[src/rtl/instr_fetcher.sv]
// Front-end fetch stage: fetches one word at pc, holds it for the decoder.
// Optional direct-mapped icache when ICACHE_EN is defined.
module instr_fetcher #(
  parameter logic [31:0] RESET_PC     = 32'h0,
  parameter int          ICACHE_IDX_W = 4
) (
  input  logic        clk,
  input  logic        rst,
  input  logic        rdy,
  input  logic        rob_clear,
  input  logic [31:0] rob_new_pc,
  output logic        mem_req,
  output logic [31:0] mem_addr,
  input  logic        mem_ready,
  input  logic [31:0] mem_data,
  output logic        instr_ready,
  output logic [31:0] instr_out,
  output logic [31:0] instr_addr_out,
  input  logic        instr_issued,
  input  logic [31:0] predict_pc
);

  typedef enum logic [1:0] {
    S_FETCH,
    S_WAIT_MEM,
    S_HOLD,
    S_DISCARD
  } state_e;

  state_e      state_q, state_d;
  logic [31:0] pc_q, pc_d;
  logic        mem_req_q, mem_req_d;
  logic [31:0] mem_addr_q, mem_addr_d;
  logic [31:0] instr_q, instr_d;
  logic [31:0] instr_addr_q, instr_addr_d;
  logic        hold_valid_q, hold_valid_d;

  logic        hit;
  logic [31:0] hit_data;

`ifdef ICACHE_EN
  localparam int LINES = 1 << ICACHE_IDX_W;
  localparam int TAG_W = 32 - ICACHE_IDX_W - 2;

  logic [LINES-1:0]        cache_valid_q;
  logic [TAG_W-1:0]        cache_tag_q  [LINES];
  logic [31:0]             cache_data_q [LINES];
  logic [ICACHE_IDX_W-1:0] pc_idx;
  logic [TAG_W-1:0]        pc_tag;
  logic                    fill_en;

  assign pc_idx   = pc_q[ICACHE_IDX_W+1:2];
  assign pc_tag   = pc_q[31:ICACHE_IDX_W+2];
  assign hit      = cache_valid_q[pc_idx] &&
                    (cache_tag_q[pc_idx] == pc_tag);
  assign hit_data = cache_data_q[pc_idx];
  // only data accepted into HOLD is cached; flushed responses are not
  assign fill_en  = rdy && !rob_clear && mem_ready &&
                    (state_q == S_WAIT_MEM);

  always_ff @(posedge clk) begin
    if (rst) begin
      cache_valid_q <= '0;
    end else if (fill_en) begin
      cache_valid_q[pc_idx] <= 1'b1;
    end
  end

  always_ff @(posedge clk) begin
    if (!rst && fill_en) begin
      cache_tag_q[pc_idx]  <= pc_tag;
      cache_data_q[pc_idx] <= mem_data;
    end
  end
`else
  assign hit      = 1'b0;
  assign hit_data = 32'h0;
`endif

  always_comb begin
    state_d      = state_q;
    pc_d         = pc_q;
    mem_req_d    = mem_req_q;
    mem_addr_d   = mem_addr_q;
    instr_d      = instr_q;
    instr_addr_d = instr_addr_q;
    hold_valid_d = hold_valid_q;
    if (rob_clear) begin
      pc_d         = {rob_new_pc[31:2], 2'b00};
      hold_valid_d = 1'b0;
      unique case (state_q)
        S_WAIT_MEM, S_DISCARD: begin
          if (mem_ready) begin
            mem_req_d = 1'b0;
            state_d   = S_FETCH;
          end else begin
            state_d   = S_DISCARD;
          end
        end
        default: begin
          mem_req_d = 1'b0;
          state_d   = S_FETCH;
        end
      endcase
    end else begin
      unique case (state_q)
        S_FETCH: begin
          if (hit) begin
            instr_d      = hit_data;
            instr_addr_d = pc_q;
            hold_valid_d = 1'b1;
            state_d      = S_HOLD;
          end else begin
            mem_req_d    = 1'b1;
            mem_addr_d   = pc_q;
            state_d      = S_WAIT_MEM;
          end
        end
        S_WAIT_MEM: begin
          if (mem_ready) begin
            instr_d      = mem_data;
            instr_addr_d = pc_q;
            hold_valid_d = 1'b1;
            mem_req_d    = 1'b0;
            state_d      = S_HOLD;
          end
        end
        S_HOLD: begin
          if (instr_issued) begin
            hold_valid_d = 1'b0;
            pc_d         = {predict_pc[31:2], 2'b00};
            state_d      = S_FETCH;
          end
        end
        S_DISCARD: begin
          if (mem_ready) begin
            mem_req_d = 1'b0;
            state_d   = S_FETCH;
          end
        end
        default: state_d = S_FETCH;
      endcase
    end
  end

  always_ff @(posedge clk) begin
    if (rst) begin
      state_q      <= S_FETCH;
      pc_q         <= RESET_PC;
      mem_req_q    <= 1'b0;
      mem_addr_q   <= 32'h0;
      instr_q      <= 32'h0;
      instr_addr_q <= 32'h0;
      hold_valid_q <= 1'b0;
    end else if (rdy) begin
      state_q      <= state_d;
      pc_q         <= pc_d;
      mem_req_q    <= mem_req_d;
      mem_addr_q   <= mem_addr_d;
      instr_q      <= instr_d;
      instr_addr_q <= instr_addr_d;
      hold_valid_q <= hold_valid_d;
    end
  end

  assign mem_req        = mem_req_q;
  assign mem_addr       = mem_addr_q;
  assign instr_out      = instr_q;
  assign instr_addr_out = instr_addr_q;
  // decoder's issue flag is registered: mask it so nothing issues twice
  assign instr_ready    = hold_valid_q && !instr_issued;

endmodule

[config.mk]
export PLATFORM = sky130hd
export DESIGN_NAME = instr_fetcher
export DESIGN_NICKNAME = d
export VERILOG_FILES = /design/src/rtl/instr_fetcher.sv
export SDC_FILE = /design/constraint.sdc
export NUM_CORES = 1
export LEC_CHECK = 0
export BUFFER_PORTS_ARGS = -buffer_cell sky130_fd_sc_hd__buf_2
export CAP_MARGIN = 10
export CORE_UTILIZATION = 53
export DETAILED_ROUTE_END_ITERATION = 16
export GPL_TIMING_DRIVEN = 0
export PLACE_DENSITY = 0.85
export SLEW_MARGIN = 20
export SYNTH_ARGS = -nofsm -noshare
export SYNTH_HDL_FRONTEND = slang
export SYNTH_SLANG_ARGS = --single-unit
export TNS_END_PERCENT = 30
[constraint.sdc]
create_clock -name clk -period 2.09 [get_ports clk]
set_input_delay 0.418 -clock clk [delete_from_list [all_inputs] [get_ports clk]]
set_output_delay 0.418 -clock clk [all_outputs]
set_load 0.02 [all_outputs]
# Word-level counts from Yosys, hierarchy flattened
# Cells that the tools add are included.
# totals
word_cells,46
in_bits,102
regBits,132
# op_classes
reduce_logical,14
n_bitwise,1
n_mux,18
eq_ne,6
# op_table
operator,n
32-bit 2-to-1 mux,3
2-bit 2-to-1 mux,6
4-bit AND reduction,3
3-bit != test (second input constant),3
2-bit one-hot mux with 4 select lines,1
1-bit 2-to-1 mux,6
3-bit AND reduction,2
3-bit nonzero test,2
2-bit equality test (second input constant),2
1-bit one-hot mux with 2 select lines,2
2-bit nonzero test,2
2-bit by 1-bit equality test with 1-bit output (second input constant),1
2-bit logical NOT,1
2-bit AND reduction,1
2-bit OR reduction,1
1-bit logical AND,1
1-bit logical NOT,1
1-bit inverter,1

# Longest topological paths before layout
# depth
depth_word,4
ltp_mapped,6

# Worst setup path after synthesis
# Ideal clock, no wire load.
# synth_path
path_type,in2reg
startpoint,in rdy
endpoint,reg mem_addr_q[31] (netlist: mem_addr[31])
arrival_time_ns,1.370
path_slack_ns,0.588
path_stages,5
path_cell_list,buf_2 or4b_1 clkbuf_1 nand2_1 a21oi_1
# synth_via
elab_chain_cells,1
# synth_lines
element,line_no,text
from (decl),9,"input logic rdy,"
3-bit AND reduction (no source line),-,
to (signal assigned),159,mem_addr_q <= mem_addr_d;
to (decl),33,"logic [31:0] mem_addr_q, mem_addr_d;"
# Every way passes these cells.
# A chain may end at the register's enable or synchronous reset.

# Worst setup path after layout
# layout_path
startpoint,reg state_q[0]
endpoint,reg mem_addr_q[10] (netlist: mem_addr[10])
# layout_via
elab_chain_cells,2
# layout_lines
element,line_no,text
from (decl),30,"state_e state_q, state_d;"
from (signal assigned),156,state_q <= state_d;
2-bit logical NOT,106,unique case (state_q)
3-bit AND reduction (no source line),-,
# Every way passes these cells.

==> reports/results.txt <==
Vias in the first global route: 4641
Post-synthesis sequential area ratio: 47.3%
Num CTS Buffers: 17
Clock Path Buffers: 2
FP Rows: 36
Hold-critical path endpoint: instr_out[29]
# fillers: 791
Gpl congestion: 0.794
Final Setup Violations: 0
Max H-tree Level: 4
VDD IR max: 480 uV
Largest family of logic cells by synthesized area: simple AND/OR/NAND/NOR gates
Startpoint types: register
Post-route setup TNS: 0 ns
Cell count of the worst reg-to-reg path: 4
Via/cell ratio: 5.17
Worst skew pair latency: 0.51 ns
Slack of the critical path: 0.459 ns
Mapped Area: 0.00533 sq mm
WP data required: 2.46 ns
Worst Path Max Fanout: 10
First-pass GRT wire length: 21800 um
Worst r2r src: state_q[0]
Synth Warn #: 0
Fin Hold WS: 0.167 ns
Hold Buf Count CTS: 0
Via count: 4779
Mapped Avg Cell Area: 9.40 sq um
Synth Area in Adders: 0%
CORE AREA: 0.00977 sq mm
Drt first pass iters: 4
ANT nets after route: 0
Max-Cap Viols: 0
Mux share of post-synthesis cell area: 11.6%
Status: finished clean
Pwr per Cell Area: 855 mW/mm^2
Hold Fails Final Rpt: 0
Ant. Diodes: 0
Total wire length: 14200 um
Drt drc: 0
Post-CTS Resized: 0
Slew of the pin with the lowest slew margin: 0.547 ns
Unrepaired setup endpoints after global routing: no
Tot GR Track Use: 27.3%
CTS sink count: 126
R2R setup slack: 0.46 ns
I/O Buffers: 190
Rel. slew slack: 63.6%
I/O pins: 200
Post-Place Worst Slack: 0.0185 ns
Fin util: 72.3%
Synth Area in Compound Gates: 13.1%
Initial antenna violation count: 0
Min cycle time layout: 1.63 ns
Hold Crit Class: input pin to register
Die Width: 102 um
Setup Fix Bufs, Post-CTS: 0
CTS tree: built
Final period util: 78.0%
Violation count after the first detailed-route iteration: 106
Crit path capture type: register
Post-DP HPWL: 10100 um
Leak pwr: 3.10 nW
Clock transition at path regs: 0.06 ns
Fin nets: 881
Crit path kind: register to register
Routed length per instance: 15.4 um
Starting Density: 54.5%
Hold path startpoint: mem_data[29]
Slew Limit Fails: 0
Largest net degree at the start of global routing: 17
Netlist cell types: 27
Crit path arrival time: 2.00 ns
Simple-gate share of the synthesized area: 20.7%
Max frequency: 0.613 GHz
Pwr Total: 6.05 mW
Layout area overhead: 32.7%
Layout cells sized above 1: 30.8%
Post-synthesis register bit count: 126
Root Buffer: clkbuf_8
Synth Instances: 567
Post-Synth XOR/XNOR Area: 0%
Gr ovfl total: 0
Die area: 0.0105 sq mm
Die height: 102 um
WHS Path Cells: 3
Worst R2R End: mem_addr[10]
Clock Skew: 0.00779 ns
area by class of cell:
class                      instances  area [sq um]  share of cell area, %
buffer                            49           264                   3.73
clock buffer                      21           459                   6.49
clock inverter                    11           155                   2.19
inverter                          31           116                   1.65
multi-input combinational        364          2440                   34.5
sequential                       126          2520                   35.7
tap                              133           166                   2.35
timing repair buffer             190           951                   13.4
worst max path at each step:
stage	startpoint	end	slack (ns)	depth (start not counted)
floorplan	rdy	mem_addr[31]	0.59	5
finish	state_q[0]	mem_addr[10]	0.46	4
global placement	rst	mem_addr[16]	0.10	5
CTS	state_q[0]	mem_addr[30]	0.47	4
detailed placement	rst	mem_addr[19]	0.02	5
global route	state_q[0]	mem_addr[27]	0.38	4
per-stage QoR:
stage	cell area, sq um	std cells
6_report	7070	925
5_1_grt	7070	925
4_1_cts	7070	925
3_5_place_dp	6460	893
3_3_place_gp	6460	893
2_1_floorplan	5340	570
report_power, final:
group	total (mW)	internal (mW)	switching, mW
logic	0.494	0.230	0.264
registers	2.53	2.47	0.0568
clock network	3.02	1.93	1.10
placed cells by master (no fill, tap or decap), types with 2 or more instances in the layout:
| cell | instances |
|---|---|
| buf_4 | 4 |
| inv_1 | 31 |
| conb_1 | 4 |
| clkbuf_1 | 29 |
| bufinv_16 | 3 |
| a21oi_1 | 64 |
| nor2b_1 | 2 |
| nor2_1 | 3 |
| nand2b_1 | 125 |
| mux2i_1 | 62 |
| dfxtp_1 | 126 |
| buf_6 | 7 |
| buf_2 | 200 |
| o221a_1 | 30 |
| clkbuf_8 | 4 |
| nand2_1 | 61 |
| clkbuf_16 | 16 |
| inv_6 | 3 |
| clkinvlp_4 | 4 |
cells by family (layout without fill, tap and decap cells):
logic type,count (synthesis),after routing
AO/OA/AOI/OAI,99,99
buffers and inverters,80,302
flip-flops,126,126
multiplexers,62,62
other,1,4
AND/OR/NAND/NOR,199,199
synthesized netlist by cell type, drive strengths merged:
cell      n  area [sq um]
dfxtp   126          2520
nand2b  125           782
a21oi    64           320
mux2i    62           621
nand2    61           229
inv      31           116
o221a    30           338
clkbuf   28           105
buf      21           159
nor2      3          11.3
nor2b     2          12.5
a21bo     1          10.0
a21o      1          7.51
a41o      1          10.0
and2      1          6.26
and2b     1          7.51
and4b     1          10.0
conb      1          3.75
nand4     1          6.26
nor3      1          5.00
nor3b     1          7.51
nor4b     1          15.0
o21ai     1          5.00
o21bai    1          7.51
or4b      1          10.0
sequential cells by signal (all words and copies together) (netlist names):
signal          flops
hold_valid_q        1
state_q             2
mem_addr           30
pc_q               30
instr_addr_out     30
mem_req             1
instr_out          32
per-layer routing:
layer  global-route usage (%)  part of all wire, %
met1                     31.0                   40
met5                        0                    0
met4                     11.5                  1.7
met2                     47.9                   50
met3                     7.93                  8.3
critical path, cell delays in order (launching register included):
cell and delay [ns]:
dfxtp_1 0.39, or4b_1 0.59, clkbuf_1 0.29, nand2_1 0.13, a21oi_1 0.08
(Power assumes the default switching activity.)
